<file path="src/rtl/yutorina_spm_arbiter_pkg.sv">
// Shared SPM definitions: arbiter state encoding, requester IDs, read/write encoding.
// Used by the arbiter top and its tie-break picker.
package yutorina_spm_arbiter_pkg;

    typedef enum logic [1:0] {
        IDLE     = 2'd0,
        GRANT_M0 = 2'd1,
        GRANT_M1 = 2'd2
    } arb_state_e;

    typedef enum logic {
        REQ_M0 = 1'b0,
        REQ_M1 = 1'b1
    } req_id_e;

    localparam logic RW_READ  = 1'b1;
    localparam logic RW_WRITE = 1'b0;

endpackage

</file>
<file path="src/rtl/yutorina_spm_arbiter_pick.sv">
// Combinational tie-break between the two SPM requesters.
// YUTORINA_SPM_ARB_ROUND_ROBIN_EN: ties go to the non-last owner; otherwise m0 always wins.
module yutorina_spm_arbiter_pick
    import yutorina_spm_arbiter_pkg::*;
(
    input  logic    i_m0_req,
    input  logic    i_m1_req,
`ifdef YUTORINA_SPM_ARB_ROUND_ROBIN_EN
    input  req_id_e i_last_owner,
`endif
    output logic    o_valid,
    output req_id_e o_winner
);

    always_comb begin
        o_valid  = i_m0_req | i_m1_req;
        o_winner = REQ_M0;
        if (i_m0_req && i_m1_req) begin
`ifdef YUTORINA_SPM_ARB_ROUND_ROBIN_EN
            o_winner = (i_last_owner == REQ_M0) ? REQ_M1 : REQ_M0;
`else
            o_winner = REQ_M0;
`endif
        end else if (i_m1_req) begin
            o_winner = REQ_M1;
        end
    end

endmodule

</file>
<file path="src/rtl/yutorina_spm_arbiter.sv">
// Two-master arbiter for the SPM data port (m0 = CPU memory stage, m1 = loader) with lock support.
// YUTORINA_SPM_ARB_ROUND_ROBIN_EN enables round-robin tie-break and the last-owner register.
module yutorina_spm_arbiter
    import yutorina_spm_arbiter_pkg::*;
#(
    parameter int ADDR_W   = 12,
    parameter int DATA_W   = 32,
    parameter int LOCK_MAX = 16
) (
    input  logic              i_clock,
    input  logic              i_reset,
    input  logic              i_m0_req,
    input  logic              i_m1_req,
    input  logic              i_m0_lock,
    input  logic              i_m1_lock,
    input  logic [ADDR_W-1:0] i_m0_address,
    input  logic [ADDR_W-1:0] i_m1_address,
    input  logic              i_m0_read_write,
    input  logic              i_m1_read_write,
    input  logic [DATA_W-1:0] i_m0_write_data,
    input  logic [DATA_W-1:0] i_m1_write_data,
    output logic              o_m0_grant,
    output logic              o_m1_grant,
    output logic              o_m0_ready,
    output logic              o_m1_ready,
    output logic [DATA_W-1:0] o_read_data,
    output logic [ADDR_W-1:0] o_spm_address,
    output logic              o_spm_read_write,
    output logic [DATA_W-1:0] o_spm_write_data,
    output logic              o_spm_address_strobe_,
    input  logic [DATA_W-1:0] i_spm_read_data
);

    localparam int CNT_W = (LOCK_MAX > 2) ? $clog2(LOCK_MAX) : 1;
    localparam logic [CNT_W-1:0] CNT_LAST = CNT_W'(LOCK_MAX - 1);

    arb_state_e        r_state;
    arb_state_e        w_next_state;
    arb_state_e        w_pick_state;
    logic [CNT_W-1:0]  r_lock_cnt;
    logic [CNT_W-1:0]  w_next_cnt;
    logic              r_m0_ready;
    logic              r_m1_ready;
    logic [DATA_W-1:0] r_read_data;
    logic              w_m0_acc;
    logic              w_m1_acc;
    logic              w_pick_valid;
    req_id_e           w_pick_winner;

`ifdef YUTORINA_SPM_ARB_ROUND_ROBIN_EN
    req_id_e           r_last_owner;
`endif

    assign o_m0_grant  = (r_state == GRANT_M0);
    assign o_m1_grant  = (r_state == GRANT_M1);
    assign o_m0_ready  = r_m0_ready;
    assign o_m1_ready  = r_m1_ready;
    assign o_read_data = r_read_data;

    assign w_m0_acc = o_m0_grant & i_m0_req;
    assign w_m1_acc = o_m1_grant & i_m1_req;

    yutorina_spm_arbiter_pick u_pick (
        .i_m0_req     (i_m0_req),
        .i_m1_req     (i_m1_req),
`ifdef YUTORINA_SPM_ARB_ROUND_ROBIN_EN
        .i_last_owner (r_last_owner),
`endif
        .o_valid      (w_pick_valid),
        .o_winner     (w_pick_winner)
    );

    assign w_pick_state = !w_pick_valid            ? IDLE     :
                          (w_pick_winner == REQ_M0) ? GRANT_M0 : GRANT_M1;

    // Counter defaults to clear; only a held lock below the limit advances it,
    // and a saturated lock with the other side idle keeps it.
    always_comb begin
        w_next_state = r_state;
        w_next_cnt   = '0;
        unique case (r_state)
            IDLE: w_next_state = w_pick_state;
            GRANT_M0: begin
                if (!i_m0_lock) begin
                    w_next_state = w_pick_state;
                end else if (r_lock_cnt < CNT_LAST) begin
                    w_next_cnt = r_lock_cnt + CNT_W'(1);
                end else if (i_m1_req) begin
                    w_next_state = GRANT_M1;
                end else begin
                    w_next_cnt = r_lock_cnt;
                end
            end
            GRANT_M1: begin
                if (!i_m1_lock) begin
                    w_next_state = w_pick_state;
                end else if (r_lock_cnt < CNT_LAST) begin
                    w_next_cnt = r_lock_cnt + CNT_W'(1);
                end else if (i_m0_req) begin
                    w_next_state = GRANT_M0;
                end else begin
                    w_next_cnt = r_lock_cnt;
                end
            end
            default: w_next_state = IDLE;
        endcase
    end

    always_comb begin
        o_spm_address_strobe_ = 1'b1;
        o_spm_address         = '0;
        o_spm_read_write      = RW_READ;
        o_spm_write_data      = '0;
        if (w_m0_acc) begin
            o_spm_address_strobe_ = 1'b0;
            o_spm_address         = i_m0_address;
            o_spm_read_write      = i_m0_read_write;
            o_spm_write_data      = i_m0_write_data;
        end else if (w_m1_acc) begin
            o_spm_address_strobe_ = 1'b0;
            o_spm_address         = i_m1_address;
            o_spm_read_write      = i_m1_read_write;
            o_spm_write_data      = i_m1_write_data;
        end
    end

    always_ff @(posedge i_clock) begin
        if (i_reset) begin
            r_state     <= IDLE;
            r_lock_cnt  <= '0;
            r_m0_ready  <= 1'b0;
            r_m1_ready  <= 1'b0;
            r_read_data <= '0;
        end else begin
            r_state    <= w_next_state;
            r_lock_cnt <= w_next_cnt;
            r_m0_ready <= w_m0_acc;
            r_m1_ready <= w_m1_acc;
            if ((w_m0_acc && i_m0_read_write == RW_READ) ||
                (w_m1_acc && i_m1_read_write == RW_READ)) begin
                r_read_data <= i_spm_read_data;
            end
        end
    end

`ifdef YUTORINA_SPM_ARB_ROUND_ROBIN_EN
    always_ff @(posedge i_clock) begin
        if (i_reset) begin
            r_last_owner <= REQ_M1;
        end else if (w_next_state == GRANT_M0) begin
            r_last_owner <= REQ_M0;
        end else if (w_next_state == GRANT_M1) begin
            r_last_owner <= REQ_M1;
        end
    end
`endif

endmodule

</file>
<file path="config.mk">
export PLATFORM = sky130hd
export DESIGN_NAME = yutorina_spm_arbiter
export DESIGN_NICKNAME = d
export VERILOG_FILES = /design/src/rtl/yutorina_spm_arbiter_pkg.sv /design/src/rtl/yutorina_spm_arbiter_pick.sv /design/src/rtl/yutorina_spm_arbiter.sv
export SDC_FILE = /design/constraint.sdc
export NUM_CORES = 1
export LEC_CHECK = 0
export BUFFER_PORTS_ARGS = -buffer_cell sky130_fd_sc_hd__buf_4
export CORE_ASPECT_RATIO = 0.7
export CORE_MARGIN = 2
export CORE_UTILIZATION = 30
export DETAILED_ROUTE_END_ITERATION = 6
export HOLD_SLACK_MARGIN = 0.02
export PLACE_DENSITY = 0.69
export SLEW_MARGIN = 20
export SYNTH_ARGS = -nofsm -noshare
export SYNTH_HDL_FRONTEND = slang
export SYNTH_SLANG_ARGS = --single-unit
</file>
<file path="constraint.sdc">
create_clock -name i_clock -period 3.33 [get_ports i_clock]
set_input_delay 0.666 -clock i_clock [delete_from_list [all_inputs] [get_ports i_clock]]
set_output_delay 0.666 -clock i_clock [all_outputs]
set_load 0.02 [all_outputs]
</file>
* Yosys cells after proc, flatten, opt, wreduce, memory -nomap -nowiden
Index checks and enable logic that the tools add are counted.
** Word-level totals
- Output and inout port bits :: 82
- Register bits :: 40
- Logic and storage cells :: 51
- Input port bits :: 128
** Cells by class
- Bitwise operators :: 3
- Reductions and logical operators :: 7
- Multiplexer cells :: 26
- Equality and inequality tests :: 8
- Add/subtract/negate cells :: 1
- Magnitude comparators :: 1
** Operators by type and width (count)
- $mux 32 :: 2
- $mux 12 :: 2
- $mux 4 :: 6
- $mux 2 :: 8
- $ne 3x3->1 const B :: 4
- $ne 4x3->1 const B :: 2
- $pmux 4 s2 :: 1
- $mux 1 :: 6
- $pmux 2 s3 :: 1
- $add 4x1->4 const B :: 1
- $lt 4x4->1 const B :: 1
- $reduce_and 4->1 :: 1
- $logic_and 1x1->1 :: 3
- $and 1x1->1 :: 2
- $eq 2x1->1 const B :: 1
- $eq 2x2->1 const B :: 1
- $logic_not 2->1 :: 1
- $reduce_and 2->1 :: 1
- $logic_or 1x1->1 :: 1
- $or 1x1->1 :: 1

* Logic depth before layout (Yosys ltp)
- Depth after elaboration :: 6
- Mapped depth :: 7
- Gate-level depth less buffers :: 6

* By module
A second synthesis with hierarchy kept.
** Second synthesis, totals
- Cell total of the unflattened synthesis :: 262
- Area, all modules :: 2332.2 um2
** By module, submodules not included
- yutorina_spm_arbiter :: seq. area each 800.8 um2, area an instance 2319.7 um2, cells each 260, instances 1
- yutorina_spm_arbiter_pick :: seq. area each 0.0 um2, area an instance 12.5 um2, cells each 2, instances 1

* Worst setup path after synthesis
No wires, ideal clock.
- Kind :: register to output
- Start point :: reg r_state[1]
- End point :: out o_spm_read_write
- Arrival :: 1.754 ns
- Cell stages (with the launch flop) :: 8
- Slack :: 0.910 ns
- Required time :: 2.664 ns
- Path buffers :: 2
- Path through :: dfxtp_1 -> inv_1 -> ha_1 -> and2_2 -> buf_4 -> nor2_8 -> buf_6 -> a21oi_1
** Between the ends
- Elaborated cells on any way between the ends :: 6
- Classes of those cells :: eq/ne: 2; mux: 2; bitwise: 2
** RTL lines
- start, declared :: RTL line yutorina_spm_arbiter.sv:37 : arb_state_e r_state;
- start signal, assigned :: RTL line yutorina_spm_arbiter.sv:135 : r_state <= w_next_state;
- $eq 2x1->1 :: RTL line yutorina_spm_arbiter.sv:54 : assign o_m0_grant = (r_state == GRANT_M0);
- via o_m0_grant :: RTL line yutorina_spm_arbiter.sv:22 : output logic o_m0_grant,
- $and 1x1->1 :: RTL line yutorina_spm_arbiter.sv:60 : assign w_m0_acc = o_m0_grant & i_m0_req;
- $mux 1 :: RTL line yutorina_spm_arbiter.sv:114 : if (w_m0_acc) begin
- end, declared :: RTL line yutorina_spm_arbiter.sv:28 : output logic o_spm_read_write,
The timed path passes the listed nets, and every way through them passes these cells.

* Worst setup path in the final report
- Start point :: reg r_state[0]
- End point :: out o_spm_address[1]
** Between the ends
- Longest elaborated chain between the ends :: 4
- Elaborated cells on any way between the ends :: 6
- Classes of those cells :: eq/ne: 2; mux: 2; bitwise: 2
** RTL lines
- $eq 2x2->1 :: RTL line yutorina_spm_arbiter.sv:55 : assign o_m1_grant = (r_state == GRANT_M1);
- $and 1x1->1 :: RTL line yutorina_spm_arbiter.sv:61 : assign w_m1_acc = o_m1_grant & i_m1_req;
- $mux 12 :: RTL line yutorina_spm_arbiter.sv:119 : end else if (w_m1_acc) begin
- $mux 12 (*) :: RTL line yutorina_spm_arbiter.sv:114
- end, declared :: RTL line yutorina_spm_arbiter.sv:27 : output logic [ADDR_W-1:0] o_spm_address,
Every way passes the cells marked *; elsewhere a longest branch is shown, timed or not.

==> flow_results.org <==
** Run status
- The flow ran to the end, and the final reports show no timing, DRC or antenna violations.

** Pwr
- Pwr per Cell Area :: 351 nW/um2
- Peak supply drop :: 0.293 mV
- The analysis attributes to cell leakage a power of 1.83 nW.
- Power, Total :: approximately 1.3 mW

** Clocking
- The number of clock buffers added by TritonCTS is 5.
- In this run the deepest clock path goes through 2 buffers.
- Once the clock tree was built, the setup fixing pass inserted 0 buffers.
- For the worst-skew pair, the clock arrives at the later sink with an insertion delay of 0.29 ns.
- The tree built by TritonCTS fans out to 40 sinks.
- Once the clock tree was built, the resizer swapped 0 gates to a different size.
- Worst-path clk slew :: 0.08 ns
- Clock tree from TritonCTS :: done
- Number of H-tree branching levels :: 2
- Hold buffer count at cts :: 0
- The root buffer cell chosen for the clock tree is sky130_fd_sc_hd__clkbuf_8.

** Synth
- In the post-synthesis netlist, the cell with the most instances is sky130_fd_sc_hd__nand2_1.
- Top cells by area in the synthesized netlist :: sky130_fd_sc_hd__dfxtp_1 (37%), sky130_fd_sc_hd__a22o_1 (18%), sky130_fd_sc_hd__nand2_1 (12%)
- A synthesized cell averages 8.41 um2.
- sky130_fd_sc_hd__dfxtp_1 takes more of the synthesized area than any other cell.
- Sequential element share of the synthesized area :: 37.2%
- Most frequently used flop master after synthesis :: sky130_fd_sc_hd__dfxtp_1
- Ranked by instance count, the synthesized netlist is headed by sky130_fd_sc_hd__nand2_1 (71), sky130_fd_sc_hd__a22o_1 (44), sky130_fd_sc_hd__dfxtp_1 (40), sky130_fd_sc_hd__a21oi_1 (39), sky130_fd_sc_hd__buf_4 (6).
- Distinct cell type count of the synthesized netlist :: 32
- Register bit count reported by yosys :: 40
- Share of synthesized flip-flops with an asynchronous set or reset :: 0%
- The cell area that synthesis handed to floorplanning was ~2200 um2.
- In this run the biggest area consumer among cell types represents 37.2% of the synthesized area.
- Number of enable-type register cells in the synthesized netlist :: 0
- Counting every net in the synthesized netlist gives 389.
- Count of yosys warnings during synthesis :: 0
- Synthesis handed over a netlist of 256 instances.

** Global routing
- Vias in the first global route :: 2,358
- Maximum number of pins on one net before global-route repair :: 48
- Total global-route track usage :: 19.7%
- Total grt overflow :: 0
- The initial antenna violation count was 0.
- Global-route wire length before repair :: about 12,000 um

** Drt
- In the routed layout, each cell is associated on average with a via count of roughly 4.8.
- Dividing the detail-routed wire length by the instance count gives 15.4 um.
- In this run the remaining antenna-violating nets after routing total 0.
- In this run, the number of DRC markers left after iteration 0 of detailed routing was 233.
- First-pass DRT Iterations :: 4
- After detailed routing, the number of remaining DRC violations is 0.
- The final layout contains routed wiring with a total length of about 8500 um.
- Via count :: approximately 2,600

** Die
- Once the floorplan was initialized, standard cells occupied about a third of the core.
- After floorplanning, the core was divided into 25 placement rows.
- During I/O placement, the number of pins put on the boundary was 210.
- The core region is 6850 um2.
- Measured along the x axis, the die boundary spans ~110 um.
- Measured along the y axis, the die boundary spans ~75 um.
- The floorplan step defined a die boundary enclosing 7880 um2.

** Finish
- The net count of the finished layout is 588.
- Antenna diode count :: 0
- Compared with the post-synthesis result, the final layout area differs by 77.5%.
- Fraction of layout instances using a drive strength above 1 :: 50.0%
- Count of filler cells inserted in the layout :: roughly 640

** STA
- Skew final :: a little over 0.008 ns
- The total count of max-transition violations in the final report was 0.
- After routing, the total negative slack on setup checks comes to 0 ns.
- Highest Clock Rate :: about 360 MHz
- Max_slew headroom :: between 50% and 60%
- The final number of hold-violating endpoints is 0.
- Number of failing setup endpoints in the final timing report :: 0
- Worst Max-Slew Pin Slew :: 0.742 ns
- Final critical delay including setup and external delays :: roughly 2.8 ns
- RSZ-0062 raised after global routing :: false
- Period utilization :: between 80% and 90%

** Placed design
- Routability-driven placement finished with a final weighted congestion of 0.846.
- Port buffering added 209 buffers.
- The wire-length estimate of the detail-placed layout is 6480 um.

** Worst setup path
- Crit path capture type :: primary output
- Data on the critical path arrives at its endpoint at roughly 2.2 ns.
- Critical path class :: reg -> out
- Worst-path maximum fanout :: 45
- STA puts the critical path data required time at 2.66 ns.
- The worst setup path is launched from a register.

** Min path
- The worst hold path belongs to the class reg -> reg.

** Job
- Across the run, the number of max-cap violations was 0.
-- flip-flops by register name, summed over array words and instances (netlist names) --
signal       flops
o_read_data     32
r_lock_cnt       4
r_state          2
o_m0_ready       1
o_m1_ready       1
-- power by group --
group / switching (mW) / leakage [nW] / internal (mW)
logic: 0.243 / 1.45 / 0.244
registers: 0.0128 / 0.324 / 0.501
clock network: 0.171 / 0.0516 / 0.169
-- final timing paths --
kind | startpoint | to | slack [ns] | cells past startpoint
worst max register to register | r_state[1] | o_read_data[4] | 1.14 | 7
worst min-delay path | o_read_data[29] | o_read_data[29] | 0.45 | 2
worst max-delay path | r_state[0] | o_spm_address[1] | 0.51 | 6
worst min register to register | o_read_data[29] | o_read_data[29] | 0.45 | 2
-- kinds of logic (layout without fill, tap and decap cells) --
family	after synthesis	after routing	share of synthesized area, %
compound gates	98	98	34.5
simple gates	88	88	18.0
flops	40	40	37.2
buf+inv	24	224	6.92
fa+ha+maj	5	5	2.91
xor+xnor	1	1	0.407
-- layout make-up --
type	instances	area (um2)	share of cell area (%)
clock buffer	6	82.6	2.16
clock inverter	2	13.8	0.360
inverter	5	18.8	0.491
multi-input combinational	192	1200	31.5
sequential	40	801	21.0
tap	94	118	3.08
timing repair buffer	211	1580	41.5
-- placed cells by master (no fill, tap or decap), types with 2 or more instances in the layout --
master | Yosys | final
sky130_fd_sc_hd__a21o_1 | 2 | 2
sky130_fd_sc_hd__a21oi_1 | 39 | 39
sky130_fd_sc_hd__a22o_1 | 44 | 44
sky130_fd_sc_hd__and4_1 | 2 | 2
sky130_fd_sc_hd__buf_4 | 6 | 211
sky130_fd_sc_hd__clkbuf_8 | 0 | 6
sky130_fd_sc_hd__dfxtp_1 | 40 | 40
sky130_fd_sc_hd__ha_1 | 5 | 5
sky130_fd_sc_hd__inv_1 | 5 | 5
sky130_fd_sc_hd__nand2_1 | 71 | 71
sky130_fd_sc_hd__nand3_1 | 3 | 3
sky130_fd_sc_hd__nand3b_1 | 3 | 3
sky130_fd_sc_hd__nor2_1 | 4 | 4
sky130_fd_sc_hd__nor2b_1 | 2 | 2
sky130_fd_sc_hd__o21ai_0 | 2 | 2
-- routing by layer --
metal  up-vias  wire, um  global-route usage (%)
met5         -         0                       0
met1      1205      3710                    26.4
met4         0        89                    4.44
met2       100      4000                    31.7
met3        10       667                    5.97
li1       1308         -                       -
-- stage by stage --
step	utilization [%]	hold slack [ns]	area (um2)	setup WS, ns	instances
floorplan	-	0.462	2150	0.910	256
global placement	54.4	0.438	3720	0.767	542
detailed placement	54.4	0.445	3720	0.776	542
CTS	55.8	0.456	3820	0.511	550
global route	55.8	0.468	3820	0.339	550
finish	55.8	0.454	3820	0.515	550
-- critical path, stage by stage (launching register included) --
cell and delay, ns:
sky130_fd_sc_hd__dfxtp_1 0.34, sky130_fd_sc_hd__inv_1 0.09, sky130_fd_sc_hd__ha_1 0.39, sky130_fd_sc_hd__nand2_4 0.15, sky130_fd_sc_hd__nor2_8 0.49, sky130_fd_sc_hd__a22o_1 0.24
sky130_fd_sc_hd__buf_4 0.14
(Power assumes the default switching activity.)
